--- config.mk ---
export PLATFORM = sky130hd
export DESIGN_NAME = stack
export DESIGN_NICKNAME = d
export VERILOG_FILES = /design/src/rtl/stack_pkg.sv /design/src/rtl/stack_ram.sv /design/src/rtl/stack.sv
export SDC_FILE = /design/constraint.sdc
export NUM_CORES = 1
export LEC_CHECK = 0
export ABC_AREA = 1
export CAP_MARGIN = 40
export CORE_MARGIN = 5
export CORE_UTILIZATION = 45
export CTS_BUF_LIST = sky130_fd_sc_hd__clkbuf_4
export CTS_CLUSTER_DIAMETER = 120
export DETAILED_ROUTE_END_ITERATION = 12
export PLACE_DENSITY = 0.64
export SLEW_MARGIN = 10
export SYNTH_ARGS = -nofsm -noshare
export SYNTH_HDL_FRONTEND = slang
export SYNTH_SLANG_ARGS = --single-unit
--- constraint.sdc ---
create_clock -name clk -period 5.2 [get_ports clk]
set_clock_uncertainty 0.05 [all_clocks]
set_input_delay 0.78 -clock clk [delete_from_list [all_inputs] [get_ports clk]]
set_output_delay 0.78 -clock clk [all_outputs]
set_load 0.01 [all_outputs]
--- src/rtl/stack_pkg.sv ---
// Shared operation encoding for the LIFO stack and the decode that picks one per edge.
// Illegal requests (push when full, pop when empty) decode to OP_IDLE so state is never disturbed.
package stack_pkg;

  typedef enum logic [1:0] {
    OP_IDLE    = 2'd0,
    OP_PUSH    = 2'd1,
    OP_POP     = 2'd2,
    OP_REPLACE = 2'd3
  } op_e;

  // Push+pop on an empty stack degrades to a plain push.
  function automatic op_e decode_op(input logic push, input logic pop,
                                    input logic full, input logic empty);
    op_e op;
    op = OP_IDLE;
    if (push && pop && !empty)
      op = OP_REPLACE;
    else if (push && !full)
      op = OP_PUSH;
    else if (pop && !push && !empty)
      op = OP_POP;
    return op;
  endfunction

endpackage

--- src/rtl/stack_ram.sv ---
// DEPTH x WIDTH register array: one synchronous write port, one asynchronous read port.
// Read data follows rd_addr combinationally; no backpressure, writes always land.
module stack_ram #(
  parameter int WIDTH = 8,
  parameter int DEPTH = 16,
  parameter int AW    = $clog2(DEPTH)
) (
  input  logic             clk,
  input  logic             we,
  input  logic [AW-1:0]    wr_addr,
  input  logic [WIDTH-1:0] wr_dat,
  input  logic [AW-1:0]    rd_addr,
  output logic [WIDTH-1:0] rd_dat
);

  logic [WIDTH-1:0] mem [DEPTH];

  always_ff @(posedge clk) begin
    if (we)
      mem[wr_addr] <= wr_dat;
  end

  assign rd_dat = mem[rd_addr];

endmodule

--- src/rtl/stack.sv ---
// LIFO stack with push/pop/replace per clock; results visible right after the active edge.
// No handshake: caller watches full/empty, illegal operations are dropped without side effects.
module stack
  import stack_pkg::*;
#(
  parameter int WIDTH = 8,
  parameter int DEPTH = 16
) (
  input  logic                       clk,
  input  logic                       reset,
  input  logic [WIDTH-1:0]           value,
  input  logic                       push,
  input  logic                       pop,
  output logic [WIDTH-1:0]           top,
  output logic [WIDTH-1:0]           lastPop,
  output logic                       full,
  output logic                       empty,
  output logic [$clog2(DEPTH+1)-1:0] count
);

  localparam int PW = $clog2(DEPTH+1);
  localparam int AW = $clog2(DEPTH);

  logic [PW-1:0]    sp;
  logic [WIDTH-1:0] lastpop_r;
  logic [WIDTH-1:0] rd_dat;
  logic [AW-1:0]    top_addr;
  logic [AW-1:0]    wr_addr;
  logic             we;
  op_e              op;

  assign full     = (sp == PW'(DEPTH));
  assign empty    = (sp == '0);
  assign count    = sp;
  assign lastPop  = lastpop_r;
  assign op       = decode_op(push, pop, full, empty);

  // When sp is 0 this address wraps; top is forced to 0 in that case.
  assign top_addr = AW'(sp - PW'(1));
  assign top      = empty ? '0 : rd_dat;

  assign we       = (op == OP_PUSH) || (op == OP_REPLACE);
  assign wr_addr  = (op == OP_REPLACE) ? top_addr : AW'(sp);

  stack_ram #(
    .WIDTH (WIDTH),
    .DEPTH (DEPTH),
    .AW    (AW)
  ) u_ram (
    .clk     (clk),
    .we      (we),
    .wr_addr (wr_addr),
    .wr_dat  (value),
    .rd_addr (top_addr),
    .rd_dat  (rd_dat)
  );

  always_ff @(posedge clk or posedge reset) begin
    if (reset) begin
      sp        <= '0;
      lastpop_r <= '0;
    end else begin
      case (op)
        OP_PUSH:    sp <= sp + PW'(1);
        OP_POP: begin
          lastpop_r <= rd_dat;
          sp        <= sp - PW'(1);
        end
        OP_REPLACE: lastpop_r <= rd_dat;
        default:    ;
      endcase
    end
  end

endmodule

# [Yosys cells after proc, flatten, opt, wreduce, memory -nomap -nowiden]
# Memory sizes are Yosys's and may differ from the RTL's.
# Index checks and enable logic that the tools add are counted.
# W data, S select, Z words.
[word_totals] ram_bits=128 inputBits=12 register_bits=13 memories=1 output_inout_bits=23 word_cells=29
[classes] eq_ne=4 reduce_logical=12 muxes=8 add_sub_neg=2
[mem_list] name="u_ram.mem" words=16 width=8 rd=1 rd_ports_with_merged_regs=0 write_ports=1 line="stack_ram.sv:16" text="logic [WIDTH-1:0] mem [DEPTH];"
[op_table] cell="$pmux W5 S2" n=1
[op_table] cell="$mux W8" n=1
[op_table] cell="$mux W2" n=3
[op_table] cell="$add A5 B1 Y5 const B" n=1
[op_table] cell="$eq A5 B5 Y1 const B" n=1
[op_table] cell="$logic_and A1 B1 Y1" n=5
[op_table] cell="$logic_not A5 Y1" n=1
[op_table] cell="$sub A5 B1 Y5 const B" n=1
[op_table] cell="$eq A2 B2 Y1 const B" n=2
[op_table] cell="$mux W4" n=1
[op_table] cell="$logic_not A1 Y1" n=3
[op_table] cell="$eq A2 B1 Y1 const B" n=1
[op_table] cell="$mux W1" n=2
[op_table] cell="$reduce_bool A2 Y1" n=1
[op_table] cell="$reduce_or A2 Y1" n=1
[op_table] cell="$logic_or A1 B1 Y1" n=1

# [Longest topological paths before layout]
[logic_depth] depth_word=10 mapped_depth=15 mapped_depth_nobuf=12

# [Hierarchy]
# A second synthesis with hierarchy kept.
[unflattened] cells_unflattened=666 hier_area_um2=6525.0
[modules_own_cells] mod="stack_ram" area_per_inst_um2=5606.6 instances=1 cells_each=543 seq_area_each_um2=3843.7
[modules_own_cells] mod="stack" area_per_inst_um2=918.4 instances=1 cells_each=123 seq_area_each_um2=325.3

# [Least setup slack after synthesis]
# Ideal clock, no wire load.
[synth_timing] path_kind="register to output" startpoint="register sp[0], in the netlist count[0]" endpoint="output top[3]" t_arrival_ps=2180 t_required_ps=4370 path_buffers=5 stages_incl_launch_ff=13 slack_ps=2190 cell_sequence="dfrtp_1 -> buf_2 -> inv_2 -> buf_4 -> buf_4 -> ha_1 -> buf_2 -> inv_1 -> buf_1 -> nand2_1 -> nand3_1 -> nand3_1 -> a21oi_1"
[synth_between] elab_chain_len=3 word_cells_on_any_way=4 cone_classes="1 x add/sub; 1 x mux; 1 x reduce/logical; 1 x memory"
[synth_rtl] element="from (decl)" line="stack.sv:24" text="logic [PW-1:0] sp;"
[synth_rtl] element="from (signal assigned)" line="stack.sv:64" text="OP_PUSH: sp <= sp + PW'(1);"
[synth_rtl] element="from (signal assigned)" line="stack.sv:67" text="sp <= sp - PW'(1);"
[synth_rtl] element="$sub A5 B1 Y5"
[synth_rtl] element="$mem_v2 Z16 W8"
[synth_rtl] element="$mux W8 (*)" line="stack.sv:40" text="assign top = empty ? '0 : rd_dat;"
[synth_rtl] element="to (decl)" line="stack.sv:14" text="output logic [WIDTH-1:0] top,"
# Every way passes the cells marked *; elsewhere a longest branch is shown, timed or not.

# [Final worst setup path]
[layout_timing] startpoint="register sp[0], in the netlist count[0]" endpoint="output top[5]"
# Same word-level chain as after synthesis.

==> reports/qor.json <==
{
  "floorplan.initialDensity_pct": 46.2,
  "fin_crit_sh_pct": 88.3,
  "cts.sink_count": 141,
  "grt.met1_usage_pct": 26.9,
  "setup.reg_to_reg.worst_slack_ns": 1.46,
  "cts.clk_slew.worst_paths_ns": 0.12,
  "worstReg2RegEnd": "u_ram.mem[14][7]",
  "setup_total_negative_slack_ns": 0,
  "clockRootBuffer": "clkbuf_4",
  "die_x_um": 130,
  "antenna_found_initial": 0,
  "power_density_nw_per_um2": 617,
  "hold_depth": 2,
  "crit_slowest_cell": "xor2_2",
  "grt_pass1_wl_mm": 23.5,
  "end_kind": "output port",
  "drive_above_1_share_pct": 6.43,
  "global_route.peak_usage_layer": "met2",
  "stage_delay_of_the_slowest_cell_on_the_critical_path_ns": 0.69,
  "port_buffers": 34,
  "post-cts-setup-buffers": 0,
  "synth.lib_cells_used.distinct": 30,
  "die_height_um": 130,
  "post-dp-hpwl_mm": 10.0,
  "synthesis.area_sq_um": 6460,
  "globalRouteOverflowTotal": 0,
  "antenna_cells_inserted": 0,
  "cts_made_buffers": 17,
  "final_core_utilization_pct": 51.5,
  "netlist.area_leader.share_pct": 59.5,
  "critical_path.reg2reg.startpoint": "count[0]",
  "rsz0062_at_grt": "no",
  "yosysMostFrequentCell": "nand2_1",
  "clockBufferDepth": 2,
  "cp_top_family": "buffers and inverters",
  "maxCapViolations": 0,
  "route.detailed.wl_per_inst_um": 17.1,
  "synth.net_count": 672,
  "antenna_left": 0,
  "synth_commonest_cells": "nand2_1, edfxtp_1, inv_1",
  "final-hold-violation-count": 0,
  "die_area_sq_um": 16900,
  "synth_enable_flop_cells": 128,
  "rows": 43,
  "timing.hold.worst.start": "lastPop[4]",
  "drt_pass1_iterations": 5,
  "cts_tree": "done",
  "synth.ff_latch_count": 141,
  "via_to_cell_ratio": 5.08,
  "setup_viol_count_final": 0,
  "min_to": "lastPop[4]",
  "outcome": "finished clean",
  "place_congestion": 0.941,
  "maximum_fanout_count_along_the_critical_path": 67,
  "arrival_time_at_the_worst_endpoint_ns": 3.76,
  "met2_usage_pct": 28.1,
  "slew_worst_pin_ns": 0.879,
  "synth_top_cells_by_area": "edfxtp_1, nand2_1, nand3_1",
  "synth_area_leader_cell": "edfxtp_1",
  "remaining_drc_errors": 0,
  "r2r.worst_path.cells": 8,
  "cp_num_buf_inv": 3,
  "maxClockFrequency_mhz": 218,
  "yosys_warnings": 0,
  "required_arrival_time_at_the_worst_endpoint_ns": 4.37,
  "ctsHtreeMaxLevel": 4,
  "grt_use_met3_pct": 5.12,
  "path_cells": "inv_2 > buf_4 > ha_1 > xor2_2 > nand3_1 > nand3_1 > a21oi_1 > clkdlybuf4s50_1",
  "cp_common_cell": "nand3_1",
  "p_leak_nw": 3.10,
  "ys.flop_type": "edfxtp_1",
  "io_pins": 35,
  "grt_max_degree": 70,
  "yosysSeqAreaShare_pct": 64.5,
  "relSlewSlack_pct": 41.1,
  "first_global_vias": 4153,
  "synthesis.instances": 656,
  "detail_route.wirelength_mm": 15.0,
  "routed-via-count": 4471,
  "synthArstFlopShare_pct": 9.22,
  "syn_to_final_growth_pct": 11.6,
  "path_class_of_the_lowest_slack_min_delay_path": "reg -> reg",
  "finalMaxSlewViolations": 0,
  "min_period_ns": 4.59,
  "criticalPathCategory": "reg -> out",
  "drt_iter0_markers": 481,
  "critical_path.startpoint_type": "flip-flop",
  "postSynthAreaPerCell_sq_um": 9.85,
  "power.ir.vdd_worst_v": 0.000317,
  "clock_insertion_delay_worst_skew_ns": 0.55,
  "layout.nets": 703,
  "post_cts_resize_count": 0,
  "globalRouteTotalUtil_pct": 18.8,
  "post_cts_hold_buffer_count": 0,
  "core-area_sq_um": 14000
}
==> registers in the layout, summed over array words and instances, names as in the netlist <==
name	flops
u_ram.mem	128
count	5
lastPop	8
==> report_power, final <==
group | total (mW) | internal, mW | leakage [nW] | switching (mW)
Combinational | 2.30 | 0.832 | 1.64 | 1.47
Sequential | 1.44 | 1.37 | 1.31 | 0.0672
Clock | 0.711 | 0.329 | 0.148 | 0.381
Total | 4.45 | 2.53 | 3.10 | 1.91
==> through the flow <==
stage | hold WS, ns | setup slack [ns] | instances | area (sq um) | total power [mW]
after detailed placement | 0.416 | 1.25 | 848 | 6920 | 3.74
after CTS | 0.447 | 0.595 | 880 | 7210 | 4.46
after floorplan | 0.465 | 2.19 | 656 | 6460 | 2.91
final | 0.441 | 0.611 | 880 | 7210 | 4.45
after global routing | 0.479 | 0.380 | 880 | 7210 | 4.73
after global placement | 0.416 | 1.25 | 847 | 6900 | 3.69
==> area by class of cell <==
type,count,area [sq um]
fill,1259,6780
sequential,141,4170
multi-input combinational,377,1720
inverter,112,420
timing repair buffer,38,390
tap,180,225
clock inverter,14,151
clock buffer,18,135
==> worst min-delay path, stage by stage (launching register included) <==
cell     delay [ns]
dfrtp_1        0.36
nand2_1        0.05
nand2_1        0.05
==> logic make-up after synthesis <==
kind of cell,count (synthesis),synth area share [%]
flip-flops,141,64.5
AO/OA/AOI/OAI,19,1.61
XOR/XNOR,8,1.55
adder cells (fa/ha/maj),4,0.774
buffers and inverters,138,8.91
AND/OR/NAND/NOR,346,22.7
==> layer usage <==
| layer | share of wire [%] | vias to the layer above |
|---|---|---|
| met5 | 0 | - |
| met4 | 2.0 | 0 |
| met3 | 7.2 | 22 |
| met2 | 45 | 166 |
| met1 | 45 | 2100 |
| li1 | - | 2183 |
==> how the worst max path moves through the flow <==
stage / cells after the start / slack [ns] / start / endpoint
floorplan: 12 / 2.19 / count[0] / top[3]
global placement: 8 / 1.25 / count[0] / top[5]
detailed placement: 8 / 1.25 / count[0] / top[5]
CTS: 8 / 0.60 / count[0] / top[5]
global route: 8 / 0.38 / count[0] / top[5]
finish: 8 / 0.61 / count[0] / top[5]
==> placed cells by master (no fill, tap or decap), types with 2 or more instances in the layout <==
| cell | instances |
|---|---|
| nand2_1 | 219 |
| edfxtp_1 | 128 |
| inv_1 | 108 |
| nand3_1 | 102 |
| clkdlybuf4s50_1 | 34 |
| nor2_1 | 18 |
| clkbuf_4 | 18 |
| dfrtp_1 | 12 |
| a21oi_1 | 9 |
| clkinv_1 | 5 |
| o21ai_0 | 4 |
| ha_1 | 4 |
| inv_2 | 3 |
| xor2_2 | 3 |
| bufinv_16 | 3 |
| clkinvlp_4 | 3 |
| clkinv_2 | 3 |
| buf_4 | 3 |
| nand2_2 | 2 |
| xnor2_1 | 2 |
| o21ai_1 | 2 |
| nand4_1 | 2 |
| xor2_1 | 2 |
(Power assumes the default switching activity.)
